`src/rtl/sched_pkg.sv`:
```
// Shared types and constants for the denoise frame scheduler.
// State encoding, block geometry and default frame parameters.
package sched_pkg;

  typedef enum logic [2:0] {
    S_IDLE,
    S_PRIME,
    S_RUN,
    S_DRAIN,
    S_DONE
  } state_t;

  localparam int BLK_W  = 72;
  localparam int BLKS   = 4;
  localparam int DATA_W = BLK_W * BLKS;

  localparam int ROWS_DEF  = 160;
  localparam int COLS_DEF  = 53;
  localparam int PRIME_DEF = 2;
  localparam int DEPTH_DEF = 4;

endpackage

```
`src/rtl/sched_fifo.sv`:
```
// Synchronous result FIFO between denoise and HOG.
// Head data reads as zero while empty.
module sched_fifo
  import sched_pkg::*;
#(
  parameter int W     = DATA_W,
  parameter int DEPTH = DEPTH_DEF
) (
  input  logic                         clk,
  input  logic                         rst_n,
  input  logic                         wr,
  input  logic [W-1:0]                 wdata,
  input  logic                         rd,
  output logic [W-1:0]                 rdata,
  output logic                         full,
  output logic                         empty,
  output logic [$clog2(DEPTH+1)-1:0]   count
);

  localparam int AW = (DEPTH > 1) ? $clog2(DEPTH) : 1;
  localparam int CW = $clog2(DEPTH + 1);

  logic [W-1:0]  mem [DEPTH];
  logic [AW-1:0] wp;
  logic [AW-1:0] rp;
  logic          do_wr;
  logic          do_rd;

  function automatic logic [AW-1:0] ptr_inc(input logic [AW-1:0] p);
    return (p == AW'(DEPTH - 1)) ? '0 : p + 1'b1;
  endfunction

  assign full  = (count == CW'(DEPTH));
  assign empty = (count == '0);
  assign do_rd = rd & ~empty;
  // a write into a full FIFO is only taken when the head leaves
  assign do_wr = wr & (~full | do_rd);
  assign rdata = empty ? '0 : mem[rp];

  always_ff @(posedge clk) begin
    if (!rst_n) begin
      wp    <= '0;
      rp    <= '0;
      count <= '0;
    end else begin
      if (do_wr) wp <= ptr_inc(wp);
      if (do_rd) rp <= ptr_inc(rp);
      case ({do_wr, do_rd})
        2'b10:   count <= count + 1'b1;
        2'b01:   count <= count - 1'b1;
        default: ;
      endcase
    end
  end

  always_ff @(posedge clk) begin
    if (do_wr) mem[wp] <= wdata;
  end

endmodule

```
`src/rtl/denoise_sched.sv`:
```
// Frame controller: credit-paced pixel intake, result FIFO, HOG tagging.
// Define DENOISE_SCHED_PERF_EN to add the perf_stall counter port.
module denoise_sched
  import sched_pkg::*;
#(
  parameter int ROWS  = ROWS_DEF,
  parameter int COLS  = COLS_DEF,
  parameter int PRIME = PRIME_DEF,
  parameter int DEPTH = DEPTH_DEF
) (
  input  logic                    clk,
  input  logic                    rst_n,
  input  logic                    start,
  output logic                    busy,
  output logic                    done,
  input  logic                    src_valid,
  output logic                    src_ready,
  output logic                    dn_en,
  input  logic                    dn_valid,
  input  logic [BLKS*BLK_W-1:0]   dn_blk,
  output logic                    out_valid,
  input  logic                    out_ready,
  output logic [BLKS*BLK_W-1:0]   out_blk,
  output logic [7:0]              cnt_row,
  output logic [5:0]              cnt_col,
`ifdef DENOISE_SCHED_PERF_EN
  output logic [31:0]             perf_stall,
`endif
  output logic                    ovf
);

  localparam int CW = $clog2(DEPTH + 1);
  localparam logic [15:0]   PRIME_LAST = 16'(PRIME - 1);
  localparam logic [15:0]   RUN_LAST   = 16'(ROWS * COLS - 1);
  localparam logic [7:0]    ROW_LAST   = 8'(ROWS - 1);
  localparam logic [5:0]    COL_LAST   = 6'(COLS - 1);
  localparam logic [CW-1:0] CRED_MAX   = CW'(DEPTH);

  state_t        state;
  state_t        state_nxt;
  logic [15:0]   beat;
  logic [CW-1:0] credits;
  logic [CW-1:0] fifo_cnt;
  logic          fifo_full;
  logic          fifo_empty;
  logic          hs;
  logic          take;
  logic          wr;
  logic          last_pos;
  logic          go;

  assign hs       = out_valid & out_ready;
  assign dn_en    = src_valid & src_ready;
  assign take     = dn_en & (state == S_RUN);
  assign wr       = dn_valid & (state != S_IDLE);
  assign last_pos = (cnt_row == ROW_LAST) && (cnt_col == COL_LAST);
  assign go       = (state == S_IDLE) & start;
  assign busy     = (state != S_IDLE);
  assign done     = (state == S_DONE);
  assign out_valid = ~fifo_empty;

  always_ff @(posedge clk) begin
    if (!rst_n) state <= S_IDLE;
    else        state <= state_nxt;
  end

  always_comb begin
    state_nxt = state;
    src_ready = 1'b0;
    unique case (state)
      S_IDLE: begin
        if (start) state_nxt = (PRIME == 0) ? S_RUN : S_PRIME;
      end
      S_PRIME: begin
        src_ready = 1'b1;
        if (src_valid && beat == PRIME_LAST) state_nxt = S_RUN;
      end
      S_RUN: begin
        src_ready = (credits != '0);
        if (dn_en && beat == RUN_LAST) state_nxt = S_DRAIN;
      end
      S_DRAIN: begin
        if (hs && last_pos && fifo_cnt == CW'(1)) state_nxt = S_DONE;
      end
      S_DONE: state_nxt = S_IDLE;
      default: state_nxt = S_IDLE;
    endcase
  end

  // the phase boundary beat is exactly the one that changes state
  always_ff @(posedge clk) begin
    if (!rst_n || state == S_IDLE) beat <= '0;
    else if (dn_en) beat <= (state_nxt != state) ? '0 : beat + 1'b1;
  end

  always_ff @(posedge clk) begin
    if (!rst_n || state == S_IDLE) begin
      credits <= CRED_MAX;
    end else begin
      case ({take, hs})
        2'b10:   credits <= credits - 1'b1;
        2'b01:   if (credits != CRED_MAX) credits <= credits + 1'b1;
        default: ;
      endcase
    end
  end

  always_ff @(posedge clk) begin
    if (!rst_n || state == S_IDLE) begin
      cnt_row <= '0;
      cnt_col <= '0;
    end else if (hs) begin
      if (cnt_col == COL_LAST) begin
        cnt_col <= '0;
        cnt_row <= (cnt_row == ROW_LAST) ? '0 : cnt_row + 1'b1;
      end else begin
        cnt_col <= cnt_col + 1'b1;
      end
    end
  end

  always_ff @(posedge clk) begin
    if (!rst_n || go) ovf <= 1'b0;
    else if (wr && fifo_full && !hs) ovf <= 1'b1;
  end

`ifdef DENOISE_SCHED_PERF_EN
  always_ff @(posedge clk) begin
    if (!rst_n || go) begin
      perf_stall <= '0;
    end else if ((state == S_PRIME || state == S_RUN) &&
                 src_valid && !src_ready && perf_stall != '1) begin
      perf_stall <= perf_stall + 1'b1;
    end
  end
`endif

  sched_fifo #(
    .W     (BLKS * BLK_W),
    .DEPTH (DEPTH)
  ) u_fifo (
    .clk   (clk),
    .rst_n (rst_n),
    .wr    (wr),
    .wdata (dn_blk),
    .rd    (out_ready),
    .rdata (out_blk),
    .full  (fifo_full),
    .empty (fifo_empty),
    .count (fifo_cnt)
  );

endmodule

```
`config.mk`:
```
export PLATFORM = sky130hd
export DESIGN_NAME = denoise_sched
export DESIGN_NICKNAME = d
export VERILOG_FILES = /design/src/rtl/sched_pkg.sv /design/src/rtl/sched_fifo.sv /design/src/rtl/denoise_sched.sv
export SDC_FILE = /design/constraint.sdc
export NUM_CORES = 1
export LEC_CHECK = 0
export ABC_AREA = 1
export BUFFER_PORTS_ARGS = -buffer_cell sky130_fd_sc_hd__buf_2
export CAP_MARGIN = 25
export CORE_UTILIZATION = 50
export DETAILED_ROUTE_END_ITERATION = 6
export PLACE_DENSITY = 0.71
export SYNTH_ARGS = -nofsm -noshare
export SYNTH_HDL_FRONTEND = slang
export SYNTH_SLANG_ARGS = --single-unit
```
`constraint.sdc`:
```
create_clock -name clk -period 40.4 [get_ports clk]
set_clock_uncertainty 0.15 [all_clocks]
set_input_delay 4.04 -clock clk [delete_from_list [all_inputs] [get_ports clk]]
set_output_delay 4.04 -clock clk [all_outputs]
set_load 0.02 [all_outputs]
```
==> metrics.yaml <==
yosys:
  synth_adder_area_share: 0.00419
  avgSynthCellArea_um2: 12.5
  synth_area_um2: 46600
  dominantRegCellSynth: "edfxtp_1"
  synth_mux_area_frac: 0
  synth-compound-area-share: 0.0982
  synth-simple-area-share: 0.111
  yosys_warnings: 0
  synth_cell_types: 37
  syn_inst: 3735
  synth_fp_nets: 4044
  async_flop_share: 0
  synth_top_family_by_area: "simple AND/OR/NAND/NOR gates"
  synth_xor_area_frac: 0.00188
  synth-seq-cells: 1198
  seq_area_frac_synth: 0.762
  synth-edff-count: 1152
critical_path:
  cp_top_family: "buffers and inverters"
  crit_path_top_delay_cell: "buf_2"
  arrival_ns: 4.65
  max_stage_delay_ns: 0.21
  crit_type: "in -> out"
  path_common_cell: "buf_2"
  crit_path_max_fanout: 7
  worst-path-buf-inv: 3
  critical_path_required_ns: 36.21
  crit_path_start_kind: "input port"
  reg2reg_slack_ns: 35.69
  cp_cell_sequence: "buf_2, inv_1, a21oi_4, buf_2"
  endpoint_kind: "output pin"
clock_network:
  cts_tree: "yes"
  cts-hold-fix-buffers: 0
  clk_pin_slew_ns: 0.06
  clkLatencyLatePin_ns: 0.70
  cts_setup_buffers: 0
  cts_sinks: 1198
  clock-root-buffer: "clkbuf_16"
  cts_max_level: 3
  cts_buffers: 115
  ctsResizeCount: 0
  cts.path.max_buffers: 3
sta:
  finalHoldViolations: 0
  fin_tns_setup_ns: 0
  clock.fmax_ghz: 0.113
  maxSlewHeadroom: 0.249
  drv_slew: 0
  period_share: 0.219
  setup_viol: 0
  finalCriticalPeriod_ns: 8.84
  worst_pin_slew_ns: 1.13
  rsz0062_at_grt: "no"
detailed_routing:
  wirelength_um: 111000
  vias: 30100
  vias_per_cell: 5.36
  drcViolationCount: 0
  dr.first_iter.drc_count: 2622
  firstDrtPassIters: 5
  wl_per_cell_um: 19.7
  drt.antenna.violating_nets: 0
die:
  core_um2: 91900
  io_pins: 602
  dieArea_um2: 94400
  start_util: 0.507
  dieWidth_um: 307
  num_rows: 111
  die_h_um: 307
worst_hold_path:
  hold_class: "reg -> reg"
cells_and_area:
  syn_to_final_growth_pct: 16.6
  final.fill_count: 7193
  layout.nets: 4575
  postLayoutCellArea_um2: 54300
  final_util: 0.591
  drive_above_1_share: 0.190
pwr:
  p_leak_nw: 19.5
  power.density_nw_per_um2: 57.4
  power_frac_clock: 0.326
  pwr-share-seq: 0.449
  swShare: 0.311
  power_report.internal_total_mw: 2.15
  irDropWorstVdd_mv: 0.0446
  p_sw_mw: 0.970
  pwr-share-comb: 0.225
global_routing:
  overflow: 0
  grt_usage: 0.228
  grt_pass1_vias: 28600
  grt_pass1_wl_um: 165000
  grt_antenna_before_repair: 39
  grt_max_degree: 255
placed_design:
  io_buffers: 601
  postPlaceCellArea_um2: 50700
  globalplace.congestion: 0.795
  place_hpwl_um: 62700
status:
  status: "completed"
job:
  drv_cap: 0
==> layout by cell type (no fill, tap or decap), types with 2 or more instances in the layout <==
master / synthesis / routed
o21ai_1: 7 / 7
bufinv_16: 0 / 7
ha_1: 14 / 14
a21oi_1: 306 / 306
o21ai_0: 584 / 584
a31oi_1: 2 / 2
xor2_1: 7 / 7
nand4_1: 6 / 6
dfxtp_1: 46 / 44
clkinv_2: 0 / 17
nand3_1: 19 / 19
a211oi_1: 2 / 2
nor3_1: 11 / 11
inv_2: 5 / 2
edfxtp_1: 1152 / 1152
inv_6: 0 / 2
xnor2_1: 3 / 3
nor3b_1: 6 / 6
buf_4: 0 / 29
nor4_1: 3 / 3
clkbuf_1: 199 / 28
diode_2: 0 / 22
clkinvlp_4: 0 / 3
clkbuf_16: 0 / 118
buf_2: 2 / 601
inv_8: 0 / 3
o211ai_1: 2 / 2
nor2_4: 3 / 7
nand2_2: 9 / 9
clkinv_1: 0 / 30
inv_1: 57 / 57
nor2_2: 9 / 9
nand2_1: 48 / 48
buf_12: 0 / 6
nand3_2: 4 / 4
nor2_1: 1196 / 1192
dfxtp_4: 0 / 2
or2_2: 3 / 3
==> metal layers <==
metal,track usage,vias to the layer above,wire (um)
met4,0.0827,46,3110
met1,0.287,14600,43500
li1,-,14300,-
met3,0.0704,226,10100
met2,0.372,969,53600
met5,0,-,314
==> cell type report <==
cell class	count	area [um^2]	area share
Inverter	62	255	0.00470
Clock inverter	62	507	0.00932
Tap cell	1243	1560	0.0286
Timing Repair Buffer	636	3350	0.0616
Multi-Input combinational cell	2253	10000	0.185
Antenna cell	22	55.1	0.00101
Clock buffer	146	3060	0.0563
Sequential cell	1198	35500	0.654
==> metrics by stage <==
stage | total power, mW | setup WS, ns | cells | hold slack [ns]
detailed placement | 2.13 | 31.57 | 5392 | 0.338
global placement | 2.12 | 31.58 | 5392 | 0.331
CTS | 3.14 | 31.57 | 5600 | 0.351
finish | 3.12 | 31.56 | 5622 | 0.348
global route | 3.25 | 31.45 | 5611 | 0.393
floorplan | 1.88 | 23.05 | 3735 | 0.305
==> registers in the layout, summed over array words and instances, names as in the netlist, 3 cells and up, named ones only <==
name,count
cnt_col,6
state,3
cnt_row,8
beat,16
u_fifo.count,3
credits,3
u_fifo.mem,1152
==> worst paths after layout <==
kind / to / start / cells past startpoint
setup reg to reg: u_fifo.mem[0][222] / state[0] / 7
setup / recovery: dn_en / src_valid / 4
hold / removal: beat[12] / beat[12] / 2
hold reg to reg: beat[12] / beat[12] / 2
==> worst min-delay path: cells and delay by family (launching register included) <==
family	cells	cell delay, ns
flops	1	0.35
compound gates	1	0.08
buf+inv	1	0.05
==> power groups by stage <==
| stage | logic, mW | clock network, mW | registers, mW |
|---|---|---|---|
| 2_1_floorplan | 0.445 | 0 | 1.43 |
| 3_5_place_dp | 0.700 | 0 | 1.43 |
| 3_3_place_gp | 0.690 | 0 | 1.43 |
| 6_report | 0.701 | 1.02 | 1.40 |
| 5_1_grt | 0.763 | 1.08 | 1.40 |
| 4_1_cts | 0.704 | 1.04 | 1.40 |
==> kinds of logic (layout without fill, tap and decap cells) <==
group	after synthesis	count (layout)
adder cells (fa/ha/maj)	15	15
flip-flops	1198	1198
AO/OA/AOI/OAI	907	907
other	0	22
AND/OR/NAND/NOR	1321	1321
buffers and inverters	284	906
XOR/XNOR	10	10
==> synthesized netlist by cell type, types with 2 or more instances <==
library cell / count / share of area
nand3_1: 19 / 0.0020
a31oi_1: 2 / 0.00027
o21ai_1: 7 / 0.00075
or2_2: 3 / 0.00040
ha_1: 14 / 0.0038
a211oi_1: 2 / 0.00032
nor2_1: 1196 / 0.096
nor3_1: 11 / 0.0012
nor3b_1: 6 / 0.00097
nand2_1: 48 / 0.0039
inv_1: 57 / 0.0046
xor2_1: 7 / 0.0013
nor2_2: 9 / 0.0012
nor4_1: 3 / 0.00040
nand3_2: 4 / 0.00086
o211ai_1: 2 / 0.00032
nand2_2: 9 / 0.0012
xnor2_1: 3 / 0.00056
clkbuf_1: 199 / 0.016
o21ai_0: 584 / 0.063
inv_2: 5 / 0.00040
a21oi_1: 306 / 0.033
dfxtp_1: 46 / 0.020
nor2_4: 3 / 0.00072
buf_2: 2 / 0.00021
edfxtp_1: 1152 / 0.74
buf_1: 21 / 0.0017
nand4_1: 6 / 0.00081
Note: power is estimated with default switching activity, not from simulation.
